[src/rtl/min_receive_fsm_pkg.sv]
// Shared definitions for the MIN frame receiver and transmitter:
// framing byte values, CRC-32 constants and the receive state encoding.
package min_receive_fsm_pkg;

    // Framing bytes
    localparam logic [7:0] MIN_SOF   = 8'hAA;
    localparam logic [7:0] MIN_STUFF = 8'h55;
    localparam logic [7:0] MIN_EOF   = 8'h55;

    // Reflected CRC-32 (IEEE 802.3)
    localparam logic [31:0] CRC32_POLY   = 32'hEDB8_8320;
    localparam logic [31:0] CRC32_INIT   = 32'hFFFF_FFFF;
    localparam logic [31:0] CRC32_XOROUT = 32'hFFFF_FFFF;

    // Number of CRC bytes carried on the wire
    localparam int CRC_BYTES = 4;

    // Receive state encoding
    typedef enum logic [2:0] {
        ST_HUNT    = 3'd0,
        ST_HDR     = 3'd1,
        ST_ID      = 3'd2,
        ST_LEN     = 3'd3,
        ST_PAYLOAD = 3'd4,
        ST_CRC     = 3'd5,
        ST_EOF     = 3'd6
    } state_t;

endpackage

[src/rtl/crc32_byte.sv]
// One-byte update of a reflected CRC-32 register. Purely combinational so
// the receiver and the transmitter can both fold in one byte per strobe.
module crc32_byte
    import min_receive_fsm_pkg::*;
(
    input  logic [31:0] crc,
    input  logic [7:0]  data,
    output logic [31:0] next_crc
);

    // Shift the byte in LSB first, eight conditional polynomial reductions
    always_comb begin
        // NOTE: next_crc gets a full value before the loop, so no path leaves it unassigned and no latch is inferred.
        next_crc = crc ^ {24'h00_0000, data};
        for (int i = 0; i < 8; i++) begin
            if (next_crc[0]) begin
                next_crc = (next_crc >> 1) ^ CRC32_POLY;
            end else begin
                next_crc = next_crc >> 1;
            end
        end
    end

endmodule

[src/rtl/min_receive_fsm.sv]
// MIN frame receiver. Hunts for the triple 0xAA header, removes byte
// stuffing from the frame body, checks CRC-32 and EOF, and presents each
// good frame as a one-cycle o_valid with ID, length and payload held until
// the next good frame. Payload is collected in a shadow buffer so a failing
// frame never disturbs the last good o_data.
module min_receive_fsm
    import min_receive_fsm_pkg::*;
#(
    parameter int MAX_PAYLOAD  = 8,
    parameter bit ID_FILTER_EN = 1'b0
) (
    input  logic                     i_clk,
    input  logic                     i_rst_n,
    input  logic                     i_en,
    input  logic                     i_valid,
    input  logic [7:0]               i_data,
    input  logic [7:0]               i_id,
    output logic                     o_valid,
    output logic [7:0]               o_id,
    output logic [7:0]               o_len,
    output logic [MAX_PAYLOAD*8-1:0] o_data,
    output logic                     o_crc_err,
    output logic                     o_len_err,
    output logic                     o_busy
);

    localparam int         IDX_W   = (MAX_PAYLOAD > 1) ? $clog2(MAX_PAYLOAD) : 1;
    localparam logic [7:0] MAX_LEN = 8'(MAX_PAYLOAD);

    state_t      state;
    logic [1:0]  aa_cnt;      // consecutive 0xAA bytes seen in the frame body
    logic [7:0]  cnt;         // header AA count, payload index or CRC byte index
    logic [7:0]  rx_id;
    logic [7:0]  rx_len;
    logic [31:0] rx_crc;      // received CRC, shifted in MSB first
    logic [31:0] crc;         // running CRC over unstuffed ID, LEN, payload
    logic [31:0] crc_next;

    logic [7:0]               shadow [MAX_PAYLOAD];
    logic [MAX_PAYLOAD*8-1:0] shadow_flat;

    logic take;
    logic in_body;
    logic frame_start;
    logic pay_wr;
    logic crc_ok;
    logic id_pass;

    assign take    = i_valid & i_en;
    assign in_body = (state != ST_HUNT) && (state != ST_HDR);

    // Third 0xAA of a header, either from hunting or as a resync inside a body
    assign frame_start = take && (i_data == MIN_SOF) &&
                         (((state == ST_HDR) && (cnt == 8'd2)) ||
                          (in_body && (aa_cnt == 2'd2)));

    // A payload byte is real data unless it follows two body 0xAA bytes
    assign pay_wr = take && (state == ST_PAYLOAD) && (aa_cnt != 2'd2);

    assign crc_ok  = (rx_crc == (crc ^ CRC32_XOROUT));
    assign id_pass = (ID_FILTER_EN == 1'b0) || (rx_id == i_id);
    assign o_busy  = (state != ST_HUNT);

    crc32_byte u_crc (
        .crc      (crc),
        .data     (i_data),
        .next_crc (crc_next)
    );

    // Flatten the shadow buffer with byte 0 in the most significant byte
    always_comb begin
        shadow_flat = '0;
        for (int i = 0; i < MAX_PAYLOAD; i++) begin
            shadow_flat[(MAX_PAYLOAD-1-i)*8 +: 8] = shadow[i];
        end
    end

    // Shadow payload buffer: cleared at every frame start so unused bytes read zero
    always_ff @(posedge i_clk or negedge i_rst_n) begin
        if (!i_rst_n) begin
            // NOTE: the buffer is only a few bytes and must read zero for short frames, so it is reset along with the control state.
            for (int i = 0; i < MAX_PAYLOAD; i++) begin
                shadow[i] <= '0;
            end
        end else if (frame_start) begin
            for (int i = 0; i < MAX_PAYLOAD; i++) begin
                shadow[i] <= '0;
            end
        end else if (pay_wr) begin
            shadow[cnt[IDX_W-1:0]] <= i_data;
        end
    end

    // Receive FSM with unstuffing, CRC accumulation and registered outputs
    always_ff @(posedge i_clk or negedge i_rst_n) begin
        if (!i_rst_n) begin
            // NOTE: all sequential state uses non-blocking assignments so every register samples pre-edge values.
            state     <= ST_HUNT;
            aa_cnt    <= '0;
            cnt       <= '0;
            rx_id     <= '0;
            rx_len    <= '0;
            rx_crc    <= '0;
            crc       <= CRC32_INIT;
            o_valid   <= 1'b0;
            o_id      <= '0;
            o_len     <= '0;
            o_data    <= '0;
            o_crc_err <= 1'b0;
            o_len_err <= 1'b0;
        end else begin
            o_valid   <= 1'b0;
            o_crc_err <= 1'b0;
            o_len_err <= 1'b0;

            if (take) begin
                if (frame_start) begin
                    state  <= ST_ID;
                    cnt    <= '0;
                    aa_cnt <= '0;
                    crc    <= CRC32_INIT;
                end else begin
                    case (state)
                        ST_HUNT: begin
                            if (i_data == MIN_SOF) begin
                                state <= ST_HDR;
                                cnt   <= 8'd1;
                            end
                        end

                        ST_HDR: begin
                            if (i_data == MIN_SOF) begin
                                cnt <= cnt + 8'd1;
                            end else begin
                                state <= ST_HUNT;
                            end
                        end

                        default: begin
                            if (aa_cnt == 2'd2) begin
                                // Stuff byte is dropped; anything else aborts silently
                                aa_cnt <= '0;
                                if (i_data != MIN_STUFF) begin
                                    state <= ST_HUNT;
                                end
                            end else begin
                                aa_cnt <= (i_data == MIN_SOF) ? aa_cnt + 2'd1 : 2'd0;
                                case (state)
                                    ST_ID: begin
                                        rx_id <= i_data;
                                        crc   <= crc_next;
                                        state <= ST_LEN;
                                    end

                                    ST_LEN: begin
                                        if (i_data > MAX_LEN) begin
                                            o_len_err <= 1'b1;
                                            aa_cnt    <= '0;
                                            state     <= ST_HUNT;
                                        end else begin
                                            rx_len <= i_data;
                                            crc    <= crc_next;
                                            cnt    <= '0;
                                            state  <= (i_data == 8'd0) ? ST_CRC : ST_PAYLOAD;
                                        end
                                    end

                                    ST_PAYLOAD: begin
                                        crc <= crc_next;
                                        if (cnt == rx_len - 8'd1) begin
                                            cnt   <= '0;
                                            state <= ST_CRC;
                                        end else begin
                                            cnt <= cnt + 8'd1;
                                        end
                                    end

                                    ST_CRC: begin
                                        rx_crc <= {rx_crc[23:0], i_data};
                                        if (cnt == 8'(CRC_BYTES - 1)) begin
                                            cnt   <= '0;
                                            state <= ST_EOF;
                                        end else begin
                                            cnt <= cnt + 8'd1;
                                        end
                                    end

                                    ST_EOF: begin
                                        state  <= ST_HUNT;
                                        aa_cnt <= '0;
                                        if (id_pass) begin
                                            if ((i_data == MIN_EOF) && crc_ok) begin
                                                o_valid <= 1'b1;
                                                o_id    <= rx_id;
                                                o_len   <= rx_len;
                                                o_data  <= shadow_flat;
                                            end else begin
                                                o_crc_err <= 1'b1;
                                            end
                                        end
                                    end

                                    default: begin
                                        state <= ST_HUNT;
                                    end
                                endcase
                            end
                        end
                    endcase
                end
            end
        end
    end

endmodule

[config.mk]
export PLATFORM = sky130hd
export DESIGN_NAME = min_receive_fsm
export DESIGN_NICKNAME = d
export VERILOG_FILES = /design/src/rtl/min_receive_fsm_pkg.sv /design/src/rtl/crc32_byte.sv /design/src/rtl/min_receive_fsm.sv
export SDC_FILE = /design/constraint.sdc
export NUM_CORES = 1
export LEC_CHECK = 0
export CORE_MARGIN = 2
export CORE_UTILIZATION = 40
export DETAILED_ROUTE_END_ITERATION = 10
export PLACE_DENSITY = 0.65
export SYNTH_ARGS = -nofsm -noshare
export SYNTH_HDL_FRONTEND = slang
export SYNTH_SLANG_ARGS = --single-unit
[constraint.sdc]
create_clock -name i_clk -period 3.5 [get_ports i_clk]
set_input_delay 0.525 -clock i_clk [delete_from_list [all_inputs] [get_ports i_clk]]
set_output_delay 0.525 -clock i_clk [all_outputs]
set_load 0.005 [all_outputs]
==> metrics.md <==
| Metric | Value |
|---|---|
| Signed area change from the synthesized netlist to the final layout | `22.6%` |
| Mean routed wirelength per cell | `18.8 um` |
| Core area | `26900 um^2` |
| Number of synthesized register bits | `240` |
| Mapped Nets | `just over 900` |
| Clock slew at reported path FFs | `approximately 0.06 ns` |
| Number of clock sinks | `240` |
| Wire length of the first global-routing pass | `slightly above 40 mm` |
| Maximum ir drop on the vdd rail | `296 uV` |
| Run status | `completed` |
| Largest net degree at the start of global routing | `108` |
| Max incr delay on CP | `0.63 ns` |
| Hold slack final | `~0.055 ns` |
| Part of the total power dissipated in the clock network | `47.7%` |
| Antenna violations before repair | `0` |
| Total number of placement rows | `60` |
| Half-perimeter wire length after placement | `around 17 mm` |
| Number of max-slew violations in the final report | `0` |
| Count of port buffers added during placement | `95` |
| Num CTS Buffers | `26` |
| Worst setup margin | `0.760 ns` |
| Setup fix buffers added after clock tree synthesis | `0` |
| Cell area after layout | `roughly 13000 um^2` |
| Antenna-violating nets left | `0` |
| DRC violations left | `0` |
| Int Power | `4.88 mW` |
| Number of standard cells after synthesis | `roughly 890` |
| Routability congestion estimate from global placement | `0.839` |
| Power share of the combinational group | `7.3%` |
| Number of library cell types mapped by synthesis | `57` |
| Vias post-DR | `7121` |
| Max Used Layer | `met4` |
| Cell breakdown of the critical path | `or3_1 > clkdlybuf4s50_1` |
| Routed met1 length | `12.7 mm` |
| Iteration count of the initial detailed-routing pass | `6` |
| Root Buffer | `clkbuf_16` |
| Power per unit of standard cell area | `475 nW/um^2` |
| Final net count | `1022` |
| EDFF count, synth | `0` |
| Maximum clock path buffer count | `3` |
| Routed Wire Length | `between 20 and 30 mm` |
| Hold bufs inserted after CTS | `0` |
| Seq/Total Area, Yosys | `between 50% and 60%` |
| Sum of met2 wire segment lengths after detailed routing | `11.2 mm` |
| Final setup violation count | `0` |
| Fin crit share | `78.3%` |
| Floorplan die area | `28700 um^2` |
| Aggregate global routing overflow | `0` |
| Number of resized instances in the post-cts repair step | `0` |
| Sw Pwr | `~1.5 mW` |
| Shortest period the worst path allows | `2.74 ns` |
| Pin slew with the least headroom to its limit | `0.839 ns` |
| Arrival time of the worst setup path | `2.21 ns` |
| Post-place instance area | `12400 um^2` |
| Height of the die | `169 um` |
| Number of diodes | `0` |
| Achievable Freq | `0.365 GHz` |
| Met3 wirelength from detailed routing | `1.20 mm` |
| Path class of the lowest-slack min-delay path | `input port to async pin` |
| Highest-delay cell along the critical path | `dfrtp_1` |
| Layout Skew | `0.00908 ns` |
| Vias per inst | `5.24` |
| Number of top-level pins | `104` |
| Worst-path fanout max | `24` |
| DRC marker count from the first detailed-route iteration | `329` |
| Number of warnings issued by yosys | `0` |
| Total Routing Usage GR | `between 10% and 20%` |
| Critical path required time | `between 2 and 3 ns` |
| Sequential fraction of design power | `roughly 45%` |
| Fraction of layout instances using a drive strength above 1 | `18.5%` |
| Number of global-route vias before repair | `7269` |
| Horiz. Die Dim | `~170 um` |
| Clk Latency, worst-skew pair | `0.53 ns` |
| Initial cell density of the core | `40.7%` |
| Commonest register cell after synthesis | `dfrtp_1` |
| Final-layout setup total negative slack | `0 ns` |
| CP startpoint kind | `register` |
| Switching share of total power | `23.4%` |
| WS Path Type | `register to primary output` |
| Unrepaired setup endpoints after global routing | `no` |
| Total standard cell area after synthesis | `10900 um^2` |
| Total leakage power | `6.52 nW` |
| Number of H-tree branching levels | `1` |
| Mapped Avg Cell Area | `about 12 um^2` |
| Hold Fails Final Rpt | `0` |
| Kind of end point of the critical path | `primary output` |
| Post-place setup slack | `around 0.24 ns` |
| Final standard cell utilization of the core | `49.9%` |
| Worst-case headroom to the max-slew limit | `43.7%` |
| Fraction of synthesis flops using an asynchronous set or reset pin | `100%` |
| Maximum Capacitance Violations | `0` |
| Clock tree from TritonCTS | `done` |
stage by stage:
step | power [mW] | std cells
floorplan | 3.19 | 894
global placement | 3.37 | 1311
detailed placement | 3.38 | 1311
CTS | 6.45 | 1359
global route | 6.60 | 1359
finish | 6.37 | 1359
layer usage:
layer  GRT usage, %  vias to the layer above
met2           26.9                      169
met1           27.3                     3592
li1               -                     3328
met4           4.83                        0
met3           2.92                       32
met5              0                        -
path summary, 6_finish.rpt:
path	endpoint	slack, ns	depth (start not counted)	startpoint
worst max register to register	cnt[5]	0.77	9	rx_len[0]
worst min-delay path	o_data[13]	0.06	1	i_rst_n
min in group i_clk	o_id[5]	0.48	1	rx_id[5]
worst max-delay path	o_busy	0.76	2	state[1]
worst min register to register	o_id[5]	0.48	1	rx_id[5]
max in group asynchronous	crc[25]	2.51	2	i_rst_n
cell usage in the layout (no fill, tap or decap), drive strengths merged, types with 34 or more instances in the layout:
| cell type | instances |
|---|---|
| dfrtp | 208 |
| mux2 | 122 |
| clkdlybuf4s50 | 94 |
| nor2 | 91 |
| mux2i | 64 |
| xnor2 | 63 |
| xor2 | 48 |
| nor3 | 41 |
| a21oi | 38 |
| buf | 34 |
| clkbuf | 34 |
flip-flops by register name (all words and copies together) (netlist names), 2 cells and up:
register  flops
aa_cnt        2
o_len         8
rx_len        8
state         3
rx_id         8
crc          32
cnt           8
o_id          8
o_data       64
rx_crc       32
shadow       64
power groups by stage:
stage / combinational, mW / sequential [mW] / clock, mW
finish: 0.466 / 2.87 / 3.04
global route: 0.514 / 2.87 / 3.21
CTS: 0.469 / 2.87 / 3.11
detailed placement: 0.467 / 2.92 / 0
global placement: 0.457 / 2.92 / 0
floorplan: 0.327 / 2.87 / 0
final cells by class:
cell class                 count  area (um^2)
inverter                       7         26.3
clock inverter                14          208
sequential                   240         6050
timing repair buffer         128         1270
tap                          341          427
multi-input combinational    595         4670
clock buffer                  34          762
fill                        2368        13500
critical path: cells and delay by family, from the launching register on:
family | cells | cell delay (ns)
DFF | 1 | 0.63
buffers and inverters | 1 | 0.48
and+or+nand+nor | 1 | 0.58
cells in the mapped netlist (5+ instances only):
library cell | number | area share, %
nor2_1 | 89 | 3.1
nor4_1 | 8 | 0.46
a22o_1 | 7 | 0.56
nor3_1 | 39 | 1.8
o21ai_0 | 15 | 0.69
nor2b_1 | 5 | 0.29
xnor2_1 | 59 | 4.7
xor2_1 | 46 | 3.7
clkbuf_1 | 29 | 1.0
dfrtp_1 | 208 | 48
inv_1 | 7 | 0.24
buf_2 | 21 | 0.96
dfstp_2 | 32 | 7.7
nand2_1 | 18 | 0.62
and2_1 | 7 | 0.40
mux2_2 | 57 | 5.9
mux2i_1 | 64 | 5.9
nand4_1 | 9 | 0.51
mux2_1 | 65 | 6.7
nand3_1 | 5 | 0.23
a21oi_1 | 38 | 1.7
cells by family after synthesis:
logic type	Yosys count	share of synthesized area (%)
XOR/XNOR	111	9.30
AO/OA/AOI/OAI	87	5.02
flip-flops	240	55.3
buffers and inverters	59	2.26
AND/OR/NAND/NOR	207	9.28
adder cells (fa/ha/maj)	4	0.458
multiplexers	186	18.4
(Power assumes the default switching activity.)
